## config.mk

```make
export PLATFORM = sky130hd
export DESIGN_NAME = ysyx_220053_ifu_flat
export DESIGN_NICKNAME = d
export VERILOG_FILES = /design/src/rtl/ysyx_220053_ifu_if.sv /design/src/rtl/ysyx_220053_ifu.sv /design/src/flat_wrapper.sv
export SDC_FILE = /design/constraint.sdc
export NUM_CORES = 1
export LEC_CHECK = 0
export BUFFER_PORTS_ARGS = -buffer_cell sky130_fd_sc_hd__buf_2
export CAP_MARGIN = 40
export CORE_AREA = 2 2 163 165
export DETAILED_ROUTE_END_ITERATION = 10
export DIE_AREA = 0 0 165 167
export PLACE_DENSITY = 0.78
export SYNTH_ARGS = -nofsm -noshare
export SYNTH_HDL_FRONTEND = slang
export SYNTH_SLANG_ARGS = --single-unit
```

## constraint.sdc

```tcl
create_clock -name clk -period 14.5 [get_ports clk]
set_input_delay 0.725 -clock clk [delete_from_list [all_inputs] [get_ports clk]]
set_output_delay 0.725 -clock clk [all_outputs]
set_load 0.02 [all_outputs]
```

## src/rtl/ysyx_220053_ifu_if.sv

```systemverilog
// rtl/ysyx_220053_ifu_if.sv - signal bundle between the fetch unit, instruction memory and decoder
//
// Purpose: groups every non-clock/reset signal of ysyx_220053_ifu.
// Ports (direction seen from the master = fetch unit):
//   imem_req_valid  out       fetch request valid
//   imem_req_ready  in        memory accepts the request this cycle
//   imem_req_addr   out PC_W  word-aligned fetch address
//   imem_resp_valid in        returned word valid (always accepted)
//   imem_resp_data  in  32    returned instruction word
//   instr_valid     out       buffer head valid toward the decoder
//   instr_ready     in        decoder consumes the head this cycle
//   instr_o         out 32    head instruction
//   pc_o            out PC_W  head PC
//   redirect_valid  in        one-cycle restart pulse
//   redirect_pc     in  PC_W  restart target (low two bits ignored)
//   halt_i          in        level; blocks new requests
interface ysyx_220053_ifu_if #(
  parameter int PC_W = 64
);
  logic            imem_req_valid;
  logic            imem_req_ready;
  logic [PC_W-1:0] imem_req_addr;
  logic            imem_resp_valid;
  logic [31:0]     imem_resp_data;
  logic            instr_valid;
  logic            instr_ready;
  logic [31:0]     instr_o;
  logic [PC_W-1:0] pc_o;
  logic            redirect_valid;
  logic [PC_W-1:0] redirect_pc;
  logic            halt_i;

  modport master (
    output imem_req_valid, imem_req_addr, instr_valid, instr_o, pc_o,
    input  imem_req_ready, imem_resp_valid, imem_resp_data, instr_ready,
           redirect_valid, redirect_pc, halt_i
  );

  modport slave (
    input  imem_req_valid, imem_req_addr, instr_valid, instr_o, pc_o,
    output imem_req_ready, imem_resp_valid, imem_resp_data, instr_ready,
           redirect_valid, redirect_pc, halt_i
  );
endinterface

```

## src/rtl/ysyx_220053_ifu.sv

```systemverilog
// rtl/ysyx_220053_ifu.sv - instruction fetch unit with 2-entry {pc, instr} buffer
//
// Purpose: holds the PC, issues one word fetch at a time and queues returned
// words for the decoder; accepts redirects and a halt level from downstream.
// Ports:
//   clk  in   clock, all state updates on the rising edge
//   rst  in   asynchronous active-high reset
//   bus  ysyx_220053_ifu_if.master: imem request/response, decoder handoff,
//        redirect and halt (see the interface file for the signal list)
module ysyx_220053_ifu #(
  parameter int              PC_W     = 64,
  parameter logic [PC_W-1:0] RESET_PC = PC_W'(64'h8000_0000)
) (
  input  logic              clk,
  input  logic              rst,
  ysyx_220053_ifu_if.master bus
);

  typedef enum logic [1:0] {IDLE, REQ, WAIT} state_t;

  state_t          state_q, state_d;
  logic [PC_W-1:0] pc_q, pc_d;
  logic [PC_W-1:0] pend_pc_q, pend_pc_d;
  logic            drop_q, drop_d;
  logic [1:0]      count_q, count_d;

  logic [PC_W-1:0] head_pc_q, tail_pc_q;
  logic [31:0]     head_ins_q, tail_ins_q;

  logic            req_fire, resp_fire, resp_keep, push, pop;
  logic [1:0]      count_after;
  logic [PC_W-1:0] redirect_tgt;

  assign req_fire     = (state_q == REQ) && bus.imem_req_ready;
  assign resp_fire    = (state_q == WAIT) && bus.imem_resp_valid;
  assign pop          = (count_q != 2'd0) && bus.instr_ready;
  // A response is worth keeping unless an earlier redirect marked it stale.
  assign resp_keep    = resp_fire && !drop_q;
  // A redirect in the same cycle also discards a fresh response.
  assign push         = resp_keep && !bus.redirect_valid;
  // Occupancy once this cycle's response and pop have landed; the decision to
  // issue again from WAIT uses it so a full buffer never gets a third request.
  assign count_after  = count_q + {1'b0, resp_keep} - {1'b0, pop};
  assign redirect_tgt = bus.redirect_pc & ~PC_W'(3);

  always_comb begin
    state_d   = state_q;
    pc_d      = pc_q;
    pend_pc_d = pend_pc_q;
    drop_d    = drop_q;
    count_d   = count_q + {1'b0, push} - {1'b0, pop};

    case (state_q)
      IDLE: begin
        if (!bus.halt_i && (count_q < 2'd2)) state_d = REQ;
      end
      REQ: begin
        // Halt does not abandon a request already on the bus.
        if (req_fire) begin
          pend_pc_d = pc_q;
          pc_d      = pc_q + PC_W'(4);
          state_d   = WAIT;
        end
      end
      WAIT: begin
        if (resp_fire) begin
          drop_d  = 1'b0;
          state_d = (!bus.halt_i && (count_after < 2'd2)) ? REQ : IDLE;
        end
      end
      default: state_d = IDLE;
    endcase

    // Redirect overrides everything: flush the buffer, restart the PC, and
    // abandon any unaccepted request even if the memory is ready this cycle.
    if (bus.redirect_valid) begin
      pc_d      = redirect_tgt;
      pend_pc_d = pend_pc_q;
      count_d   = 2'd0;
      if ((state_q == WAIT) && !bus.imem_resp_valid) begin
        drop_d  = 1'b1;
        state_d = WAIT;
      end else begin
        drop_d  = 1'b0;
        state_d = bus.halt_i ? IDLE : REQ;
      end
    end
  end

  always_ff @(posedge clk or posedge rst) begin
    if (rst) begin
      state_q   <= IDLE;
      pc_q      <= RESET_PC;
      pend_pc_q <= '0;
      drop_q    <= 1'b0;
      count_q   <= 2'd0;
    end else begin
      state_q   <= state_d;
      pc_q      <= pc_d;
      pend_pc_q <= pend_pc_d;
      drop_q    <= drop_d;
      count_q   <= count_d;
    end
  end

  // Shift-style buffer: the head register is only rewritten by a push or a
  // shift, so instr_o/pc_o keep the last delivered entry while empty.
  always_ff @(posedge clk or posedge rst) begin
    if (rst) begin
      head_pc_q  <= '0;
      head_ins_q <= '0;
      tail_pc_q  <= '0;
      tail_ins_q <= '0;
    end else if (!bus.redirect_valid) begin
      if (pop && (count_q == 2'd2)) begin
        head_pc_q  <= tail_pc_q;
        head_ins_q <= tail_ins_q;
      end
      if (push) begin
        if ((count_q == 2'd0) || ((count_q == 2'd1) && pop)) begin
          head_pc_q  <= pend_pc_q;
          head_ins_q <= bus.imem_resp_data;
        end else begin
          tail_pc_q  <= pend_pc_q;
          tail_ins_q <= bus.imem_resp_data;
        end
      end
    end
  end

  assign bus.imem_req_valid = (state_q == REQ);
  assign bus.imem_req_addr  = pc_q;
  assign bus.instr_valid    = (count_q != 2'd0);
  assign bus.instr_o        = head_ins_q;
  assign bus.pc_o           = head_pc_q;

endmodule
```

## src/flat_wrapper.sv

```systemverilog
// flat-port wrapper written by rule: the top's interface ports become plain ports
module ysyx_220053_ifu_flat 
#(
  parameter int              PC_W     = 64,
  parameter logic [PC_W-1:0] RESET_PC = PC_W'(64'h8000_0000)
)
  (clk, rst, bus_imem_req_valid, bus_imem_req_addr, bus_instr_valid, bus_instr_o, bus_pc_o, bus_imem_req_ready, bus_imem_resp_valid, bus_imem_resp_data, bus_instr_ready, bus_redirect_valid, bus_redirect_pc, bus_halt_i);
  ysyx_220053_ifu_if #(.PC_W(PC_W)) bus_i ();
  input  logic clk;
  input  logic rst;
  output wire logic [$bits(bus_i.imem_req_valid)-1:0] bus_imem_req_valid;
  output wire logic [$bits(bus_i.imem_req_addr)-1:0] bus_imem_req_addr;
  output wire logic [$bits(bus_i.instr_valid)-1:0] bus_instr_valid;
  output wire logic [$bits(bus_i.instr_o)-1:0] bus_instr_o;
  output wire logic [$bits(bus_i.pc_o)-1:0] bus_pc_o;
  input wire logic [$bits(bus_i.imem_req_ready)-1:0] bus_imem_req_ready;
  input wire logic [$bits(bus_i.imem_resp_valid)-1:0] bus_imem_resp_valid;
  input wire logic [$bits(bus_i.imem_resp_data)-1:0] bus_imem_resp_data;
  input wire logic [$bits(bus_i.instr_ready)-1:0] bus_instr_ready;
  input wire logic [$bits(bus_i.redirect_valid)-1:0] bus_redirect_valid;
  input wire logic [$bits(bus_i.redirect_pc)-1:0] bus_redirect_pc;
  input wire logic [$bits(bus_i.halt_i)-1:0] bus_halt_i;
  assign bus_imem_req_valid = bus_i.imem_req_valid;
  assign bus_imem_req_addr = bus_i.imem_req_addr;
  assign bus_instr_valid = bus_i.instr_valid;
  assign bus_instr_o = bus_i.instr_o;
  assign bus_pc_o = bus_i.pc_o;
  assign bus_i.imem_req_ready = bus_imem_req_ready;
  assign bus_i.imem_resp_valid = bus_imem_resp_valid;
  assign bus_i.imem_resp_data = bus_imem_resp_data;
  assign bus_i.instr_ready = bus_instr_ready;
  assign bus_i.redirect_valid = bus_redirect_valid;
  assign bus_i.redirect_pc = bus_redirect_pc;
  assign bus_i.halt_i = bus_halt_i;
  ysyx_220053_ifu #(.PC_W(PC_W), .RESET_PC(RESET_PC)) u_core (.clk(clk), .rst(rst), .bus(bus_i));
endmodule
```

==> impl_results.md, run 1 <==
- Inserted Clock Buffers: 35
- Top cells by area, synth: dfrtp_1, mux2_2, nor2_1, nand2_1, o22ai_1
- Cells after DPL: 1806
- Slew HR: 35.8%
- Vias: 10900
- Wire per inst: 19.5 µm
- Setup Skew: 0.0226 ns
- Tmin final: ~3.5 ns
- Register bit total from synthesis: about 320
- Fin crit share: 24.3%
- Dominant cell by count in the synthesized netlist: dfrtp_1
- Top cells by count, synth: dfrtp_1, nor2_1, mux2_2, nand2_1, clkbuf_1
- Routed Antenna Nets: 0
- Initial antenna violation count: 6
- Die Wd: approximately 170 µm
- CTS tree: built
- Synth warnings: 0
- Max H-tree Level: 2
- Synth Area in Adders: 0.268%
- Vias per cell: 5.84
- Final hold vios: 0
- Die area: 27600 µm²
- Clk sinks: 319
- Yosys top cell area share: 56.9%
- Drt first pass iters: 5
- Nets@finish: 1614
- Final setup violation count: 0
- Starting Density: a little over half
- Hold WC Path Type: in2async
- Crit path launch type: primary input
- Root Buffer: clkbuf_16
- Share of cells above drive strength 1: 33.4%
- Total gr overflow: 0
- RSZ-0062 raised after global routing: false
- Peak fanout along the critical path: 63
- Synth Area in XOR/XNOR: 2.57%
- First-pass GRT wire length: 57.9 mm
- Number of synthesized flops with an enable pin: 0
- Post-synthesis cell type count: 56
- Pin count of the biggest net entering global routing: 176
- Worst EP required: 14.88 ns
- Status: complete, no violations
- Fin util: approximately 65%
- Crit path kind: in2reg
- Routed WL: 36.5 mm
- Initial DRC Count: 883
- Non-filler instance count after layout: about 1900
- Max-Cap Viols: 0
- Row count: 59
- Syn-to-layout area delta: 19.6%
- Leakage power: 8.10 nW
- Seq/Total Area, Yosys: 57.0%
- Slew Limit Fails: 0
- Vias in the first global route: 10900
- Clock Path Buffers: 3
- Die height: 167 µm
- Setup TNS: 0 ns
- Area leader, netlist: dfrtp_1
- Worst vdd ir: 0.129 mV
- Drc violations: 0
- Mapped Area: 14000 µm²
- Largest family of logic cells by synthesized area: simple AND/OR/NAND/NOR gates
- Global-route total usage across every layer: 26.6%
- Post-CTS resize count: 0
- Pwr per Cell Area: 174 nW/µm²
- Hold_buf cts: 0
- Avg Inst Size Synth: 11.1 µm²
- Clk Latency, worst-skew pair: around 0.51 ns
- Asr flop ratio synth: 100%
- Multiplexer share of the synthesized area: 13.4%
- Least-Margin Pin Slew: 0.963 ns
- IO Pins: 265
- Compound-Gate Fraction of Synth Area: under 10%
- RD Place Congestion: 0.820
- Synth Area in Simple Gates: between 15 and 20%
- Clk slew on worst S/H paths: 0.06 ns
- Hold slack: ~0.21 ns
- Worst Setup End Kind: register
- Port Buffers: 260
- Peak Freq: roughly 280 MHz
- Post-CTS Repair Setup Buffers: 0
- Worst Path Arrival: 3.91 ns
- Post-DP HPWL: 23.6 mm
- Syn Inst Count: 1265
- Core area: between 20000 and 30000 µm²
- Post-synth top flop: dfrtp_1
## flip-flops by register name, indices dropped and copies added (netlist names)
signal	flops
u_core.pend_pc_q	62
u_core.state_q	2
u_core.tail_ins_q	32
u_core.bus.pc_o	64
u_core.drop_q	1
u_core.count_q	2
u_core.tail_pc_q	62
u_core.bus.imem_req_addr	62
u_core.bus.instr_o	32
## layer usage
| layer | share of wire [%] | wire (µm) | global-route usage [%] |
|---|---|---|---|
| met1 | 42 | 15400 | 36.2 |
| met2 | 48 | 17400 | 42.4 |
| met3 | 7.0 | 2560 | 5.85 |
| met4 | 2.8 | 1030 | 8.92 |
| met5 | 0.11 | 40 | 0 |
## through the flow
step	area (µm²)	total power, mW	setup WS, ns
2_1_floorplan	14000	1.78	4.95
3_3_place_gp	15600	2.02	10.57
3_5_place_dp	15600	2.06	10.53
4_1_cts	16700	2.94	11.04
5_1_grt	16700	3.07	10.79
6_report	16700	2.91	10.97
## critical path, cell delays in order
cell	delay [ns]
buf_4	0.41
buf_4	0.60
nor3b_1	0.18
and2_1	0.25
nand2_4	0.43
buf_4	0.74
mux2_2	0.42
## report_power, final
| group | switching (mW) | internal [mW] |
|---|---|---|
| Combinational | 0.444 | 0.291 |
| Sequential | 0.179 | 1.14 |
| Clock | 0.347 | 0.515 |
| Total | 0.970 | 1.94 |
## cell families after synthesis
logic type,Yosys count
simple gates,481
flops,319
compound gates,170
mux,167
buf+inv,83
xor+xnor,41
fa+ha+maj,3
other cells,1
## final timing paths
check                                            startpoint                           end  slack [ns]  cells past startpoint
max in group asynchronous                               rst            u_core.bus.pc_o[9]       13.00                      3
worst max register to register  u_core.bus.imem_req_addr[7]  u_core.bus.imem_req_addr[53]       11.73                      5
worst min register to register           u_core.bus.pc_o[5]            u_core.bus.pc_o[5]        0.47                      2
worst min-delay path                                    rst           u_core.bus.pc_o[50]        0.21                      2
min in group clk                        bus_redirect_pc[30]  u_core.bus.imem_req_addr[30]        0.42                      3
worst max-delay path                     bus_redirect_valid          u_core.tail_pc_q[22]       10.97                      7
## placed cells by master, fill, tap and decap left out, types with 5 or more instances in the layout
cell type	netlist	final
buf_4	2	15
or4_1	6	6
nor2_1	165	164
dfrtp_1	318	318
and3_1	9	9
nand4_1	33	33
a22oi_1	20	20
clkbuf_16	0	35
or3_1	9	9
a31oi_1	36	36
nor4_1	8	7
o21ai_0	46	46
nor3_1	10	10
mux2i_1	7	7
buf_2	1	259
and4_1	9	9
inv_1	10	9
nand3_1	36	36
mux2_2	160	160
xor2_1	28	28
clkbuf_8	1	7
nor2b_1	11	11
clkinv_2	0	5
o22ai_1	54	54
and2_1	8	8
nand2_1	154	152
xnor2_1	13	13
clkbuf_1	58	7
## layout make-up
cell class | count | area [µm²]
Sequential cell | 319 | 7980
Multi-Input combinational cell | 864 | 5680
Timing Repair Buffer | 278 | 1500
Clock buffer | 49 | 998
Inverter | 10 | 45.0
Clock inverter | 10 | 110
Fill cell | 1989 | 9020
Tap cell | 335 | 419
Antenna cell | 3 | 7.51
Power figures use the tool's default switching activity.
==> run 2: changes to the inputs <==
--- a/config.mk
+++ b/config.mk
@@ -7,10 +7,10 @@
 export LEC_CHECK = 0
 export BUFFER_PORTS_ARGS = -buffer_cell sky130_fd_sc_hd__buf_2
 export CAP_MARGIN = 40
-export CORE_AREA = 2 2 163 165
+export CORE_AREA = 2 2 171 173
 export DETAILED_ROUTE_END_ITERATION = 10
-export DIE_AREA = 0 0 165 167
-export PLACE_DENSITY = 0.78
+export DIE_AREA = 0 0 173 175
+export PLACE_DENSITY = 0.75
 export SYNTH_ARGS = -nofsm -noshare
 export SYNTH_HDL_FRONTEND = slang
 export SYNTH_SLANG_ARGS = --single-unit
==> constraint.sdc (replaced) <==
create_clock -name clk -period 2.9 [get_ports clk]
set_input_delay 0.145 -clock clk [delete_from_list [all_inputs] [get_ports clk]]
set_output_delay 0.145 -clock clk [all_outputs]
set_load 0.02 [all_outputs]
==> run 2 against run 1 <==
Clock power rose to 5.5 times the previous value. First-iteration DRC count fell by 4.5%. Flip-flop and latch count did not move. Register-to-register slack got worse by 11 ns. Cell count rose by 8.4%. Hold slack got worse by 0.19 ns. Largest cell class unchanged. Routed wire length rose by 4.1%. Sequential share of layout area fell by 3.3 points. Global-route usage fell by 1.8 points. Combinational power rose to 5.2 times the previous value.
==> impl_results.md, run 2 (synthesized netlist as in run 1, its figures left out) <==
- RD Place Congestion: 0.835 (+1.8%)
- Die area: 30300 µm² (+9.9%)
- Final setup margin: 0.348 ns (-10.62 ns)
- Cells after DPL: 1863 (+3.2%)
- Crit. path cell count: 6 (-1)
- Crit path cell chain: ha_1 > nand4b_1 > nor4_1 > nand4_2 > or4_1 > nand3_1
- Peak Freq: ~400 MHz
- Commonest non-fill, non-tap cell in the layout: dfrtp_1
- Drt first pass iters: 7 (+2)
- Starting Density: 49.3% (-5.0 points)
- Clk sinks: 319 (unchanged)
- Reg-to-reg endpoint: u_core.bus.imem_req_addr[54]
- Core area: 28400 µm² (+10%)
- Die Wd: 173 µm (+4.8%)
- Worst hold stages: 3
- Initial antenna violation count: 3 (-3)
- Vias: 11300 (+3.8%)
- Crit path kind: reg2reg
- Worst hold endpoint: u_core.state_q[1]
- Routed Antenna Nets: 0 (unchanged)
- Vias in the first global route: 11300 (+3.4%)
- Leakage power: 8.61 nW (+6.3%)
- Setup TNS: 0 ns (unchanged)
- Wire per inst: 18.8 µm (-3.9%)
- Pin count of the biggest net entering global routing: 138 (-22%)
- Worst Path Arrival: 2.99 ns (-0.92 ns)
- Final hold vios: 0 (unchanged)
- Clk Latency, worst-skew pair: 0.52 ns (about the same)
- Slowest cell on the critical path: nor4_1
- Non-filler instance count after layout: 2024 (+8.4%)
- Inserted Clock Buffers: 35 (unchanged)
- Syn-to-layout area delta: 28.4%
- Port Buffers: 260 (unchanged)
- Root Buffer: clkbuf_16
- Setup Skew: 0.0208 ns (-0.00183 ns)
- Die height: 175 µm (+4.8%)
- Worst Setup End Kind: register
- Nets@finish: 1720 (+6.6%)
- Max-Cap Viols: 0 (unchanged)
- Peak fanout along the critical path: 6 (-90%)
- Least-Margin Pin Slew: 0.822 ns (-0.141 ns)
- Drc violations: 0 (unchanged)
- CTS tree: built
- First-pass GRT wire length: 60.4 mm (+4.3%)
- Clock Path Buffers: 3 (unchanged)
- Initial DRC Count: 843 (-4.5%)
- Total gr overflow: 0 (unchanged)
- Register-to-register path setup slack: 0.35 ns (-11.38 ns)
- Fin crit share: 88.0%
- Dpl ws: 0.354 ns (-10.18 ns)
- Worst EP required: 3.34 ns (-11.54 ns)
- Post-CTS resize count: 0 (unchanged)
- HP Start: bus_imem_req_ready
- Top Family by Delay on Critical Path: simple AND/OR/NAND/NOR gates
- Max H-tree Level: 2 (unchanged)
- RSZ-0062 raised after global routing: false
- Most frequent cells in the layout: dfrtp_1, buf_2, nor2_1
- Slew Limit Fails: 0 (unchanged)
- Row count: 62 (+5.1%)
- Number of flip-flops under the largest register name: 64 (unchanged)
- Status: complete, no violations
- WP buf/inv: 0 (-3)
- Routed WL: 38.0 mm (+4.1%)
- Slew HR: 45.2% (+9.4 points)
- Hold WC Path Type: in2reg
- Worst r2r path cells: 6 (+1)
- Design Power: 15.2 mW (+420%)
- Hold slack: 0.0219 ns (-0.189 ns)
- Global-route total usage across every layer: 24.8% (-1.8 points)
- IO Pins: 265 (unchanged)
- Tmin final: between 2 and 3 ns
- Post-DP HPWL: 24.0 mm (+1.6%)
- Post-CTS Repair Setup Buffers: 0 (unchanged)
- Pwr per Cell Area: 843 nW/µm² (+380%)
- Worst vdd ir: 0.731 mV (+470%)
- Hold_buf cts: 98 (+98)
- R2r startpoint: u_core.bus.imem_req_addr[2]
- Final setup violation count: 0 (unchanged)
- Crit path launch type: register
- Clk slew on worst S/H paths: 0.06 ns (about the same)
- Largest stage delay, worst path: 0.58 ns (-0.16 ns)
- Vias per cell: 5.59 (-4.2%)
- Share of cells above drive strength 1: 31.9% (-1.5 points)
-- run 2: changes by cell type in the layout (fill, tap and decap cells not counted), sizes merged --
cell,change
buf,+8
bufinv,+3
clkbuf,+2
clkinv,-3
clkinvlp,+1
diode,-1
dlygate4sd3,+98
inv,-1
-- run 2: worst max path at each step --
stage	from	to
after floorplan	rst	u_core.bus.imem_req_addr[10]
after global placement	u_core.bus.imem_req_addr[2]	u_core.bus.imem_req_addr[54]
after detailed placement	u_core.bus.imem_req_addr[2]	u_core.bus.imem_req_addr[56]
after CTS	u_core.bus.imem_req_addr[2]	u_core.bus.imem_req_addr[56]
after global routing	u_core.bus.imem_req_addr[2]	u_core.bus.imem_req_addr[54]
final	u_core.bus.imem_req_addr[2]	u_core.bus.imem_req_addr[54]
-- run 2: per-layer routing --
| metal | vias to the layer above | global-route usage (%) | share of wire, % |
|---|---|---|---|
| met1 | 5640 | 33.3 | 43 |
| met3 | 91 | 5.03 | 6.4 |
| li1 | 5187 | - | - |
| met2 | 399 | 39.8 | 47 |
| met5 | - | 0 | 0.034 |
| met4 | 2 | 9.82 | 3.6 |
-- run 2: report_power, final --
| part | switching, mW | internal, mW |
|---|---|---|
| clock | 1.80 | 2.96 |
| sequential | 0.889 | 5.69 |
| combinational | 2.27 | 1.55 |
-- run 2: worst min-delay path: cells and delay by family --
family	cells	cell delay [ns]
buffers and inverters	1	0.12
and+or+nand+nor	1	0.12
AOI/OAI and AO/OA	1	0.10
-- run 2: per-stage QoR --
| step | util, % | instance area, µm² |
|---|---|---|
| 2_1_floorplan | - | 14000 |
| 3_3_place_gp | 55.4 | 15700 |
| 3_5_place_dp | 55.5 | 15800 |
| 4_1_cts | 63.3 | 18000 |
| 5_1_grt | 63.3 | 18000 |
| 6_report | 63.3 | 18000 |
-- run 2: final cells by class --
type / instances / area, µm²
Fill cell: 2153 / 10400
Clock inverter: 10 / 193
Inverter: 10 / 41.3
Sequential cell: 319 / 7980
Clock buffer: 51 / 1050
Multi-Input combinational cell: 864 / 5680
Antenna cell: 2 / 5.00
Timing Repair Buffer: 384 / 2540
Tap cell: 384 / 480
==> run 3: changes to the inputs <==
--- a/config.mk
+++ b/config.mk
@@ -10,7 +10,7 @@
 export CORE_AREA = 2 2 171 173
 export DETAILED_ROUTE_END_ITERATION = 10
 export DIE_AREA = 0 0 173 175
-export PLACE_DENSITY = 0.75
+export PLACE_DENSITY = 0.81
 export SYNTH_ARGS = -nofsm -noshare
 export SYNTH_HDL_FRONTEND = slang
 export SYNTH_SLANG_ARGS = --single-unit
==> run 3 against run 2 <==
Non-clock buffer count down 5. Via count up 2.2%. Routed wire length up 5.3%. Maximum frequency down 2.1%. Hold slack better by 0.027 ns. Total power down 0.60%. Design area down 0.26%. First-iteration DRC count up 22%.
==> impl_results.md, run 3 (synthesized netlist as in run 1, its figures left out) <==
- Status: complete, no violations
- Combinational share of power: 25.8% (+0.6 points)
- Starting Density: 49.3% (unchanged)
- Wire per inst: 19.8 µm (+5.6%)
- R2r startpoint: u_core.bus.imem_req_addr[2]
- Fin crit share: 89.8% (+1.8 points)
- Crit path launch type: register
- Die Wd: 173 µm (unchanged)
- Reg area: 7980 µm² (unchanged)
- Hold WC Path Type: in2reg
- Register-to-register path setup slack: 0.29 ns (-0.05 ns)
- Inserted Clock Buffers: 35 (unchanged)
- Core area: 28400 µm² (unchanged)
- Slew HR: 46.4% (+1.2 points)
- Hold_buf cts: 97 (-1.0%)
- Clock power frac: 30.4% (-1.0 points)
- Vias: 11600 (+2.2%)
- Reg power frac: 43.8% (+0.4 points)
- Clock Path Buffers: 3 (unchanged)
- Least-Margin Pin Slew: 0.805 ns (-0.0176 ns)
- Peak fanout along the critical path: 6 (unchanged)
- Slew Limit Fails: 0 (unchanged)
- Final Instance Area: 17900 µm² (-0.26%)
- Internal power: 10.1 mW (-1.4%)
- Max H-tree Level: 2 (unchanged)
- Design Power: 15.1 mW (-0.60%)
- Number of flip-flops under the largest register name: 64 (unchanged)
- CTS tree: built
- Peak Freq: 384 MHz (-2.1%)
- Reg-to-reg endpoint: u_core.bus.imem_req_addr[54]
- Worst hold endpoint: u_core.state_q[1]
- Net switching power: 5.01 mW (+0.97%)
- Vias in the first global route: 11800 (+4.7%)
- IO Pins: 265 (unchanged)
- Root Buffer: clkbuf_16
- Clk slew on worst S/H paths: 0.06 ns (about the same)
- Fillers: 2125 (-1.3%)
- Max-Cap Viols: 0 (unchanged)
- Pin count of the biggest net entering global routing: 139 (+0.72%)
- Port Buffers: 260 (unchanged)
- Cells after DPL: 1859 (-0.21%)
- Global-route total usage across every layer: 26.2% (+1.4 points)
- Worst vdd ir: 0.506 mV (-31%)
- Pwr per Cell Area: 840 nW/µm² (-0.33%)
- RD Place Congestion: 0.840 (+0.59%)
- Vias per cell: 5.73 (+2.5%)
- Share of cells above drive strength 1: 31.4% (-0.45 points)
- Final setup violation count: 0 (unchanged)
- Nets@finish: 1715 (-0.29%)
- Most frequent cells in the layout: dfrtp_1, buf_2, nor2_1
- Fin util: 63.1% (-0.17 points)
- Worst Setup End Kind: register
- Tmin final: 2.61 ns (+0.0535 ns)
- Net Sw Frac: 33.2% (+0.52 points)
- Leakage power: 8.58 nW (-0.41%)
- Routed WL: 40.0 mm (+5.3%)
- Hold slack: 0.0494 ns (+0.0274 ns)
- HP Start: bus_imem_req_ready
- Clk Latency, worst-skew pair: 0.51 ns (about the same)
- Post-DP HPWL: 24.7 mm (+2.8%)
- Worst EP required: 3.33 ns (about the same)
- Worst Path Arrival: 3.04 ns (+0.05 ns)
- Die height: 175 µm (unchanged)
- Final setup margin: 0.295 ns (-0.0535 ns)
- Clk sinks: 319 (unchanged)
- Syn-to-layout area delta: 28.1%
- Dpl ws: 0.299 ns (-0.0550 ns)
- RSZ-0062 raised after global routing: false
- Drt first pass iters: 6 (-1)
- Initial DRC Count: 1028 (+22%)
- Post-CTS Repair Setup Buffers: 0 (unchanged)
- Area of the multi-input gates: 5680 µm² (unchanged)
- Initial antenna violation count: 1 (-2)
- Area after DPL: 15800 µm² (+0.15%)
- Drc violations: 0 (unchanged)
- Row count: 62 (unchanged)
- Die area: 30300 µm² (unchanged)
- Crit path kind: reg2reg
- Non-filler instance count after layout: 2018 (-0.30%)
- Worst r2r path cells: 6 (unchanged)
- Worst hold stages: 3 (unchanged)
- First-pass GRT wire length: 63.8 mm (+5.6%)
- Commonest non-fill, non-tap cell in the layout: dfrtp_1
- Routed Antenna Nets: 0 (unchanged)
- Final hold vios: 0 (unchanged)
- Total gr overflow: 0 (unchanged)
- Post-CTS resize count: 0 (unchanged)
- Setup Skew: 0.0245 ns (+0.00376 ns)
- Setup TNS: 0 ns (unchanged)
[run 3: worst max path at each step]
stage	from	end	slack (ns)	depth (start not counted)
after floorplan	rst	u_core.bus.imem_req_addr[10]	-1.50	1
after global placement	u_core.bus.imem_req_addr[2]	u_core.bus.imem_req_addr[54]	0.40	6
after detailed placement	u_core.bus.imem_req_addr[2]	u_core.bus.imem_req_addr[54]	0.30	6
after CTS	u_core.bus.imem_req_addr[2]	u_core.bus.imem_req_addr[54]	0.29	6
after global routing	u_core.bus.imem_req_addr[2]	u_core.bus.imem_req_addr[54]	0.16	6
final	u_core.bus.imem_req_addr[2]	u_core.bus.imem_req_addr[54]	0.29	6
[run 3: worst max-delay path: stages, from the launching register on]
cell and delay, ns:
dfrtp_1 0.47, ha_1 0.22, nand4b_1 0.24, nor4_1 0.61
nand4_2 0.36, or4_1 0.55, nand3_1 0.08
[run 3: area by class of cell]
type                    count  share of cell area, %
flip-flops and latches    319                   44.5
multi-input cells         864                   31.7
repair buffers            379                   14.3
clock buffers              56                   6.01
well taps                 384                   2.68
clock inverters             5                  0.579
inverters                  10                  0.230
diodes                      1                 0.0140
[run 3: layer usage]
layer / GRT usage (%) / part of all wire [%]
met1: 34.4 / 41
met2: 44.2 / 50
met4: 9.32 / 3.1
met5: 0 / 0
met3: 4.35 / 6.0
[run 3: power by group through the flow]
| stage | sequential (mW) | combinational (mW) | clock (mW) |
|---|---|---|---|
| floorplan | 7.32 | 1.58 | 0 |
| CTS | 6.55 | 3.86 | 4.63 |
| global route | 6.74 | 4.21 | 4.84 |
| finish | 6.60 | 3.89 | 4.58 |
| detailed placement | 6.62 | 3.72 | 0 |
| global placement | 6.53 | 3.60 | 0 |
